`src/rtl/spi_target_pkg.sv`:
```
// spi_target_pkg
// Shared types and helpers for the SPI target block.
//   state_e          : controller states (IDLE, ACTIVE)
//   DATA_W_MIN/MAX   : legal word length range for spi_target
//   sample_on_rise() : 1 when the sampling edge of sclk is its rising edge
package spi_target_pkg;

   typedef enum logic {
      IDLE   = 1'b0,
      ACTIVE = 1'b1
   } state_e;

   localparam int unsigned DATA_W_MIN = 4;
   localparam int unsigned DATA_W_MAX = 32;

   // Leading edge is the transition away from cpol. Sampling happens on the
   // leading edge for cpha=0 and on the trailing edge for cpha=1, which
   // reduces to "rising edge samples" whenever cpol and cpha agree.
   function automatic logic sample_on_rise(input logic cpol, input logic cpha);
      return ~(cpol ^ cpha);
   endfunction

endpackage

```
`src/rtl/spi_target_fifo.sv`:
```
// spi_target_fifo
// Small synchronous FIFO used as RX word storage when SPI_TARGET_RX_FIFO_EN
// is defined. Depth must be a power of two (>= 2) so pointers wrap freely.
// A push on a full FIFO is accepted only if a pop happens in the same cycle.
// Ports:
//   clk_i, rst_ni : system clock, async active-low reset (clears storage too)
//   push, push_data : write request and word
//   pop, pop_data   : read request and head word (valid while !empty)
//   full, empty     : occupancy flags
module spi_target_fifo #(
   parameter int unsigned Width = 8,
   parameter int unsigned Depth = 4
) (
   input  logic             clk_i,
   input  logic             rst_ni,
   input  logic             push,
   input  logic [Width-1:0] push_data,
   input  logic             pop,
   output logic [Width-1:0] pop_data,
   output logic             full,
   output logic             empty
);

   localparam int unsigned AW = (Depth > 1) ? $clog2(Depth) : 1;
   localparam logic [AW:0] FULL_CNT = (AW + 1)'(Depth);

   logic [Width-1:0] mem_q [Depth];
   logic [AW-1:0]    wr_ptr_q;
   logic [AW-1:0]    rd_ptr_q;
   logic [AW:0]      count_q;
   logic             do_push;
   logic             do_pop;

   assign full     = (count_q == FULL_CNT);
   assign empty    = (count_q == '0);
   assign do_push  = push & (~full | pop);
   assign do_pop   = pop & ~empty;
   assign pop_data = mem_q[rd_ptr_q];

   always_ff @(posedge clk_i or negedge rst_ni) begin
      if (!rst_ni) begin
         for (int i = 0; i < int'(Depth); i++) begin
            mem_q[i] <= '0;
         end
         wr_ptr_q <= '0;
         rd_ptr_q <= '0;
         count_q  <= '0;
      end else begin
         if (do_push) begin
            mem_q[wr_ptr_q] <= push_data;
            wr_ptr_q        <= wr_ptr_q + 1'b1;
         end
         if (do_pop) begin
            rd_ptr_q <= rd_ptr_q + 1'b1;
         end
         case ({do_push, do_pop})
            2'b10:   count_q <= count_q + 1'b1;
            2'b01:   count_q <= count_q - 1'b1;
            default: count_q <= count_q;
         endcase
      end
   end

endmodule

```
`src/rtl/spi_target.sv`:
```
// spi_target
// SPI target receiver/transmitter. sclk, ss_n and sd are oversampled in the
// clk_i domain (host sclk must be <= clk_i/8); received words leave on a
// valid/ready RX stream, transmit words arrive on a valid/ready TX stream.
// All four CPOL/CPHA modes, MSB- or LSB-first.
//
// Build option: SPI_TARGET_RX_FIFO_EN
//   defined   : RX storage is an RxDepth-entry FIFO (spi_target_fifo)
//   undefined : RX storage is a single holding register, RxDepth unused
//
// Ports:
//   clk_i, rst_ni              : system clock, async active-low reset
//   cfg_cpol_i/cfg_cpha_i      : SPI mode; cfg_lsb_i selects LSB-first
//   ss_ni, sclk_i, sd_i        : raw host pins (asynchronous)
//   sd_o, sd_oe_o              : target data out and its drive enable
//   rx_data_o/valid_o/ready_i  : received word stream
//   tx_data_i/valid_i/ready_o  : transmit word stream (ready is a pulse)
//   rx_overflow_o              : pulse, received word dropped (storage full)
//   tx_underrun_o              : pulse, no TX word at load, all-ones sent
//   busy_o                     : transfer in progress
//
// state  | meaning
// -------+-----------------------------------------------------------
// IDLE   | ss_n high, sd_o not driven, waiting for ss_n falling edge
// ACTIVE | selected; sampling/shifting on sclk edges until ss_n rises
module spi_target
   import spi_target_pkg::*;
#(
   parameter int unsigned DataW   = 8,
   parameter int unsigned RxDepth = 4
) (
   input  logic             clk_i,
   input  logic             rst_ni,
   input  logic             cfg_cpol_i,
   input  logic             cfg_cpha_i,
   input  logic             cfg_lsb_i,
   input  logic             ss_ni,
   input  logic             sclk_i,
   input  logic             sd_i,
   output logic             sd_o,
   output logic             sd_oe_o,
   output logic [DataW-1:0] rx_data_o,
   output logic             rx_valid_o,
   input  logic             rx_ready_i,
   input  logic [DataW-1:0] tx_data_i,
   input  logic             tx_valid_i,
   output logic             tx_ready_o,
   output logic             rx_overflow_o,
   output logic             tx_underrun_o,
   output logic             busy_o
);

   if (DataW < DATA_W_MIN || DataW > DATA_W_MAX) begin : g_bad_dataw
      $error("spi_target: DataW out of range");
   end
   if (RxDepth < 2 || (RxDepth & (RxDepth - 1)) != 0) begin : g_bad_rxdepth
      $error("spi_target: RxDepth must be a power of two >= 2");
   end

   localparam int unsigned      CNT_W    = $clog2(DataW);
   localparam logic [CNT_W-1:0] CNT_LAST = CNT_W'(DataW - 1);

   // synchronisers and edge detection
   logic ss_meta_q, ss_sync_q, ss_dly_q;
   logic sclk_meta_q, sclk_sync_q, sclk_dly_q;
   logic sd_meta_q, sd_sync_q;

   always_ff @(posedge clk_i or negedge rst_ni) begin
      if (!rst_ni) begin
         ss_meta_q   <= 1'b1;
         ss_sync_q   <= 1'b1;
         ss_dly_q    <= 1'b1;
         sclk_meta_q <= 1'b0;
         sclk_sync_q <= 1'b0;
         sclk_dly_q  <= 1'b0;
         sd_meta_q   <= 1'b0;
         sd_sync_q   <= 1'b0;
      end else begin
         ss_meta_q   <= ss_ni;
         ss_sync_q   <= ss_meta_q;
         ss_dly_q    <= ss_sync_q;
         sclk_meta_q <= sclk_i;
         sclk_sync_q <= sclk_meta_q;
         sclk_dly_q  <= sclk_sync_q;
         sd_meta_q   <= sd_i;
         sd_sync_q   <= sd_meta_q;
      end
   end

   logic ss_fall, ss_rise, sclk_rise, sclk_fall;
   logic samp_rise, sample_edge, shift_edge;

   assign ss_fall     = ~ss_sync_q & ss_dly_q;
   assign ss_rise     = ss_sync_q & ~ss_dly_q;
   assign sclk_rise   = sclk_sync_q & ~sclk_dly_q;
   assign sclk_fall   = ~sclk_sync_q & sclk_dly_q;
   assign samp_rise   = sample_on_rise(cfg_cpol_i, cfg_cpha_i);
   assign sample_edge = samp_rise ? sclk_rise : sclk_fall;
   assign shift_edge  = samp_rise ? sclk_fall : sclk_rise;

   // controller
   state_e state_q, state_d;
   logic   tx_load;
   logic   frame_end;
   logic   word_done_q;

   always_ff @(posedge clk_i or negedge rst_ni) begin
      if (!rst_ni) begin
         state_q <= IDLE;
      end else begin
         state_q <= state_d;
      end
   end

   always_comb begin
      state_d   = state_q;
      tx_load   = 1'b0;
      frame_end = 1'b0;
      case (state_q)
         IDLE: begin
            if (ss_fall) begin
               state_d = ACTIVE;
               tx_load = 1'b1;
            end
         end
         ACTIVE: begin
            // ss_n rising beats a pending reload and any coincident sample
            if (ss_rise) begin
               state_d   = IDLE;
               frame_end = 1'b1;
            end else if (word_done_q) begin
               tx_load = 1'b1;
            end
         end
         default: state_d = IDLE;
      endcase
   end

   // shift registers and bit counter
   logic [DataW-1:0] tx_shift_q, rx_shift_q;
   logic [DataW-1:0] tx_word, tx_next, rx_next;
   logic [CNT_W-1:0] bit_cnt_q;
   logic             skip_q;
   logic             oe_q;

   assign tx_word = tx_valid_i ? tx_data_i : '1;
   assign tx_next = cfg_lsb_i ? {1'b0, tx_shift_q[DataW-1:1]}
                              : {tx_shift_q[DataW-2:0], 1'b0};
   assign rx_next = cfg_lsb_i ? {sd_sync_q, rx_shift_q[DataW-1:1]}
                              : {rx_shift_q[DataW-2:0], sd_sync_q};

   // skip_q holds the freshly loaded first bit across one shift edge: at
   // frame start only for cpha=1 (leading edge precedes the first sample),
   // and after every mid-frame reload (the shift edge that follows the last
   // sample of the previous word must not consume the new word's first bit).
   always_ff @(posedge clk_i or negedge rst_ni) begin
      if (!rst_ni) begin
         tx_shift_q  <= '0;
         rx_shift_q  <= '0;
         bit_cnt_q   <= '0;
         skip_q      <= 1'b0;
         oe_q        <= 1'b0;
         word_done_q <= 1'b0;
      end else begin
         word_done_q <= 1'b0;
         if (state_q == IDLE) begin
            if (tx_load) begin
               tx_shift_q <= tx_word;
               bit_cnt_q  <= '0;
               skip_q     <= cfg_cpha_i;
               oe_q       <= 1'b1;
            end
         end else if (frame_end) begin
            tx_shift_q <= '0;
            bit_cnt_q  <= '0;
            skip_q     <= 1'b0;
            oe_q       <= 1'b0;
         end else begin
            if (tx_load) begin
               tx_shift_q <= tx_word;
               skip_q     <= 1'b1;
            end else if (shift_edge) begin
               if (skip_q) begin
                  skip_q <= 1'b0;
               end else begin
                  tx_shift_q <= tx_next;
               end
            end
            if (sample_edge) begin
               rx_shift_q <= rx_next;
               if (bit_cnt_q == CNT_LAST) begin
                  bit_cnt_q   <= '0;
                  word_done_q <= 1'b1;
               end else begin
                  bit_cnt_q <= bit_cnt_q + 1'b1;
               end
            end
         end
      end
   end

   assign sd_o          = oe_q & (cfg_lsb_i ? tx_shift_q[0] : tx_shift_q[DataW-1]);
   assign sd_oe_o       = oe_q;
   assign busy_o        = (state_q == ACTIVE);
   assign tx_ready_o    = tx_load & tx_valid_i;
   assign tx_underrun_o = tx_load & ~tx_valid_i;

   // RX storage
   logic push, pop, full;

   assign push = word_done_q;
   assign pop  = rx_valid_o & rx_ready_i;

`ifdef SPI_TARGET_RX_FIFO_EN
   logic empty;

   spi_target_fifo #(
      .Width (DataW),
      .Depth (RxDepth)
   ) u_rx_fifo (
      .clk_i     (clk_i),
      .rst_ni    (rst_ni),
      .push      (push),
      .push_data (rx_shift_q),
      .pop       (pop),
      .pop_data  (rx_data_o),
      .full      (full),
      .empty     (empty)
   );

   assign rx_valid_o = ~empty;
`else
   logic [DataW-1:0] hold_data_q;
   logic             hold_valid_q;

   always_ff @(posedge clk_i or negedge rst_ni) begin
      if (!rst_ni) begin
         hold_data_q  <= '0;
         hold_valid_q <= 1'b0;
      end else if (push && (!hold_valid_q || pop)) begin
         hold_data_q  <= rx_shift_q;
         hold_valid_q <= 1'b1;
      end else if (pop) begin
         hold_valid_q <= 1'b0;
      end
   end

   assign full       = hold_valid_q;
   assign rx_data_o  = hold_data_q;
   assign rx_valid_o = hold_valid_q;
`endif

   // a pop in the same cycle frees the slot, so no drop then
   assign rx_overflow_o = push & full & ~pop;

endmodule

```
`config.mk`:
```
export PLATFORM = sky130hd
export DESIGN_NAME = spi_target
export DESIGN_NICKNAME = d
export VERILOG_FILES = /design/src/rtl/spi_target_pkg.sv /design/src/rtl/spi_target_fifo.sv /design/src/rtl/spi_target.sv
export SDC_FILE = /design/constraint.sdc
export NUM_CORES = 1
export LEC_CHECK = 0
export ABC_CLOCK_PERIOD_IN_PS = 1760
export BUFFER_PORTS_ARGS = -buffer_cell sky130_fd_sc_hd__buf_2
export CORE_UTILIZATION = 40
export CTS_BUF_LIST = sky130_fd_sc_hd__clkbuf_8
export DETAILED_ROUTE_END_ITERATION = 6
export PLACE_DENSITY = 0.69
export SETUP_SLACK_MARGIN = 0.02
export SLEW_MARGIN = 20
export SYNTH_ARGS = -nofsm -noshare
export SYNTH_HDL_FRONTEND = slang
export SYNTH_HIERARCHICAL = 1
export SYNTH_SLANG_ARGS = --single-unit
export TNS_END_PERCENT = 50
```
`constraint.sdc`:
```
create_clock -name clk_i -period 1.76 [get_ports clk_i]
set_input_delay 0.176 -clock clk_i [delete_from_list [all_inputs] [get_ports clk_i]]
set_output_delay 0.176 -clock clk_i [all_outputs]
set_load 0.03 [all_outputs]
```
Yosys cells after proc, flatten, opt, wreduce, memory -nomap -nowiden
Index checks and enable logic that the tools add are counted.

operators by class
  reduce and logical (&&, ||, !) cells = 11
  muxes and demuxes = 39
  add/sub/neg operators = 1
  eq/ne operators = 4
  bitwise operators = 19

operators with widths
  kind                   number
  $mux W8                9
  $mux W1                23
  $mux W3                5
  $and A1 B1 Y1          10
  $not A1 Y1             8
  $reduce_and A2 Y1      3
  $reduce_and A3 Y1      2
  $pmux W1 S2            2
  $reduce_bool A2 Y1     2
  $add A3 B1 Y3 const B  1
  $eq A3 B3 Y1 const B   1
  $ne A3 B2 Y1 const B   1
  $ne A3 B3 Y1 const B   1
  $reduce_bool A3 Y1     1
  $ne A2 B1 Y1 const B   1
  $logic_and A1 B1 Y1    1
  $logic_not A1 Y1       1
  $logic_or A1 B1 Y1     1
  $xor A1 B1 Y1          1

storage, ports and cells
  output and inout bits = 15
  register bits after elaboration = 40
  input port bits = 18

Longest topological paths before layout
  depth in word-level cells = 7
  gate-level depth with buffers = 5
  mapped depth without buffers = 4

Least setup slack after synthesis
Ideal clock, no wire load.

  kind = register to output
  from = register state_q (netlist: busy_o)
  to = output tx_ready_o
  cell stages (with the launch flop) = 5
  data arrival time = 1.649 ns
  slack = -0.065 ns
  cells stage by stage = dfrtp_1 clkinv_1 nor3_1 a21oi_1 nor2b_1

on the way
  longest elaborated chain between the ends = 3

ends and longest elaborated chain
  what                    RTL line           RTL
  start, declared         spi_target.sv:102  state_e state_q, state_d;
  start signal, assigned  spi_target.sv:111  state_q <= state_d;
  $not A1 Y1              --
  $pmux W1 S2 *           spi_target.sv:119  case (state_q)
  $and A1 B1 Y1 *         spi_target.sv:205  assign tx_ready_o = tx_load & tx_valid_i;
  end, declared           spi_target.sv:47   output logic tx_ready_o,

Every way passes the cells marked *; elsewhere a longest branch is shown, timed or not.

Worst setup path in the final report
  from = register ss_sync_q
  to = output tx_underrun_o

on the way
  longest elaborated chain between the ends = 5
  elaborated cells on any way between the ends = 7

ends and longest elaborated chain
  what                    RTL line           RTL
  start, declared         spi_target.sv:64   logic ss_meta_q, ss_sync_q, ss_dly_q;
  start signal, assigned  spi_target.sv:80   ss_sync_q <= ss_meta_q;
  $not A1 Y1              spi_target.sv:93   assign ss_fall = ~ss_sync_q & ss_dly_q;
  $and A1 B1 Y1           spi_target.sv:93
  $mux W1                 spi_target.sv:121  if (ss_fall) begin
  $pmux W1 S2 *           spi_target.sv:119
  $and A1 B1 Y1 *         spi_target.sv:206  assign tx_underrun_o = tx_load & ~tx_valid_i;
  end, declared           spi_target.sv:49   output logic tx_underrun_o,

Marks and branches as above.

==> flow_summary.toml <==
[run_status]
status = "finished clean"

[clock_network]
root_buffer = "clkbuf_8"
h-tree-depth = 2
clockBufferDepth = 2
cts_buffers = 5
clock_latency_ns = 0.30
cts_sinks = 40
cts_tree = "done"
path_clk_slew_ns = 0.08

[pwr]
vdd_drop_max_v = 0.0005281
total_power_mw = 2.538
p_comb_frac = 0.231
p_per_area_mw_per_mm2 = 995.4
pwr-share-seq = 0.464
clkPwrFrac = 0.305
swShare = 0.2929
p_leak_nw = 1.240
p_int_mw = 1.795
p_switching_uw = 743.5

[synth]
synth-edff-count = 0
synth_xor_area_frac = 0.008135
yosysWarnings = 6
synth_fa_ha_area_frac = 0.01252
ys_seq_area_frac = 0.5025
synthCells = 178
syn_area_per_cell_um2 = 11.23
yosysUniqueCellTypes = 35
ys_ff_latch = 40
synth_mux_area_frac = 0.1615
synth_ff_type = "dfrtp_1"
yosys.area_share.simple = 0.1489
syn_area_mm2 = 0.001999
synth_top_family_by_area = "multiplexers"
synth_compound_area_frac = 0.1345
synth-async-reset-ratio = 1.000
synth_nets = 198

[cells_and_area]
area_delta_synth_final_pct = 27.53
drive_gt1_frac = 0.4163
regArea_mm2 = 0.001006
antenna_cells = 0
fillers = 431
multi_input_area_um2 = 957.2
nets = 252

[timing]
finalSetupViolations = 0
clock_skew_ns = 0.006149
tightest_slew_ns = 0.4784
fin_setup_tns_ns = 0
hold_viol = 0
holdWs_ns = 0.1828
clock.fmax_mhz = 588.1
final_max_slew_viol_count = 0
period_share = 0.9661
rsz0062_at_grt = "true"
period_needed_ns = 1.700
slew_headroom = 0.6811

[critical_path]
worstPathRequired_ns = 1.58
r2r_slack_ns = 0.11
reg2reg_from = "sclk_sync_q"
r2r_end = "rx_shift_q[6]"
critPathMaxFanout = 5
end_kind = "output pin"
cp-start-kind = "flop"
arrival_ns = 1.52
reg2reg_depth = 6
path_class = "reg2out"

[drt]
drt-total-wl_um = 4210
drt_iter0_drc = 111
ant_nets = 0
via_per_inst = 5.200
drc = 0
route.vias.total = 1560
wl_per_cell_um = 14.03
first_pass_iters = 4

[placed_design]
globalplace.congestion = 0.7875
hpwl_um = 2954
port_buffers = 32

[min_path]
hp-class = "in2reg"
hold_start = "cfg_cpha_i"
whs_path_depth = 3
holdPathEnd = "skip_q"

[die]
fp.dieH_um = 72.70
pin_count = 33
core.rowCount = 25
core-area_mm2 = 0.004755
dieArea_mm2 = 0.005285
dieWidth_um = 72.70
start_util = 0.4205

[global_route]
antenna_found_initial = 0
grt_max_degree = 24
use_met3 = 0.05387
busiest_layer = "met2"
grt_pass1_wl_um = 7286
grt-ovfl-total = 0
grt_pass1_vias = 1561
gr-usage-met2 = 0.2845
grtUsageMet1 = 0.2453
grtUsageTotal = 0.1818

[flow_run]
maxCapViolCount = 0
==> through the flow <==
| stage | instance area, um2 | util | instances | setup WS, ns |
|---|---|---|---|---|
| 2_1_floorplan | 2002 | - | 178 | -0.04480 |
| 3_3_place_gp | 2338 | 0.4918 | 285 | 0.1477 |
| 3_5_place_dp | 2338 | 0.4918 | 285 | 0.09250 |
| 4_1_cts | 2531 | 0.5324 | 298 | 0.02200 |
| 5_1_grt | 2550 | 0.5363 | 300 | -0.0008517 |
| 6_report | 2550 | 0.5363 | 300 | 0.05973 |
==> cells in the mapped netlist (2+ instances only) <==
cell type / number / share of area
and2b_1: 2 / 0.0075
o21ai_0: 3 / 0.0075
a21oi_1: 6 / 0.015
ha_1: 2 / 0.013
mux2_2: 26 / 0.15
inv_1: 8 / 0.015
mux2i_1: 3 / 0.015
dfstp_2: 3 / 0.039
nor2_1: 19 / 0.036
a211oi_1: 4 / 0.015
a222oi_1: 6 / 0.030
dfrtp_1: 37 / 0.46
o31a_1: 2 / 0.0088
o211ai_1: 2 / 0.0075
clkbuf_1: 3 / 0.0056
a221oi_1: 6 / 0.026
nand2b_1: 11 / 0.034
nand2_1: 10 / 0.019
nor3_1: 4 / 0.010
nor2b_1: 5 / 0.016
nor3b_1: 2 / 0.0075
==> worst max-delay path, cell delays in order (launching register included) <==
cell and delay (ns):
dfstp_2 0.58, nor2b_4 0.21, nor3_2 0.07, a21oi_2 0.15, nor2_1 0.06, buf_4 0.16
==> how the worst max path moves through the flow <==
| stage | start | to | slack [ns] | cells after the start |
|---|---|---|---|---|
| after floorplan | busy_o | tx_underrun_o | -0.04 | 4 |
| after global placement | sclk_sync_q | rx_shift_q[5] | 0.15 | 6 |
| after detailed placement | ss_sync_q | tx_shift_q[5] | 0.09 | 5 |
| after CTS | ss_sync_q | tx_underrun_o | 0.02 | 5 |
| after global routing | ss_sync_q | tx_underrun_o | -0.0009 | 5 |
| final | ss_sync_q | tx_underrun_o | 0.06 | 5 |
==> layer usage <==
metal	part of all wire	up-vias
li1	-	752
met3	0.049	6
met5	0	-
met4	0.010	0
met2	0.46	43
met1	0.48	759
==> power groups by stage <==
stage	registers [mW]	logic [mW]	clock network [mW]
floorplan	1.18	0.385	0
global placement	1.20	0.545	0
detailed placement	1.20	0.561	0
CTS	1.18	0.582	0.803
global route	1.20	0.654	0.838
finish	1.18	0.587	0.773
==> sequential cells by signal (all words and copies together) (netlist names), 3 cells and up <==
signal	count
rx_shift_q	8
tx_shift_q	8
bit_cnt_q	3
rx_data_o	8
==> final cells by class <==
cell class | instances | share of cell area
Sequential cell | 40 | 0.3945
Inverter | 9 | 0.01325
Timing Repair Buffer | 52 | 0.1389
Tap cell | 67 | 0.03288
Clock inverter | 3 | 0.01816
Multi-Input combinational cell | 124 | 0.3754
Clock buffer | 5 | 0.02699
==> logic make-up (layout without fill, tap and decap cells) <==
logic type,Yosys count,after routing
buf+inv,14,69
mux,29,29
flops,40,40
xor+xnor,1,1
fa+ha+maj,2,2
compound gates,35,35
simple gates,57,57
==> what timing repair did <==
action | CTS | global route
gates cloned | 0 | 0
setup endpoints to repair | 2 | 2
setup buffers | 1 | 2
hold buffers | 4 | 0
endpoints found under the hold margin | 19 | 0
resized for setup | 9 | 1
==> cells in the final DEF (no fill, tap or decap), types with 2 or more instances in the layout <==
| master | synthesis | final |
|---|---|---|
| nor3_2 | 1 | 2 |
| a222oi_1 | 6 | 6 |
| a211oi_1 | 4 | 4 |
| buf_2 | 1 | 30 |
| nor3_1 | 4 | 3 |
| nand2_1 | 10 | 10 |
| buf_4 | 0 | 15 |
| inv_1 | 8 | 8 |
| a221oi_1 | 6 | 6 |
| dfstp_2 | 3 | 3 |
| o31a_1 | 2 | 2 |
| dfrtp_1 | 37 | 36 |
| nor3b_1 | 2 | 2 |
| a21oi_1 | 6 | 5 |
| o21ai_0 | 3 | 3 |
| and2b_1 | 2 | 2 |
| nor2_1 | 19 | 19 |
| buf_12 | 0 | 2 |
| clkbuf_8 | 1 | 5 |
| nor2b_1 | 5 | 2 |
| ha_1 | 2 | 2 |
| mux2i_1 | 3 | 3 |
| mux2_2 | 26 | 26 |
| nand2b_1 | 11 | 11 |
| nor2b_4 | 0 | 2 |
| dlygate4sd3_1 | 0 | 4 |
| o211ai_1 | 2 | 2 |
No activity file was read; power rests on OpenSTA's default activity.
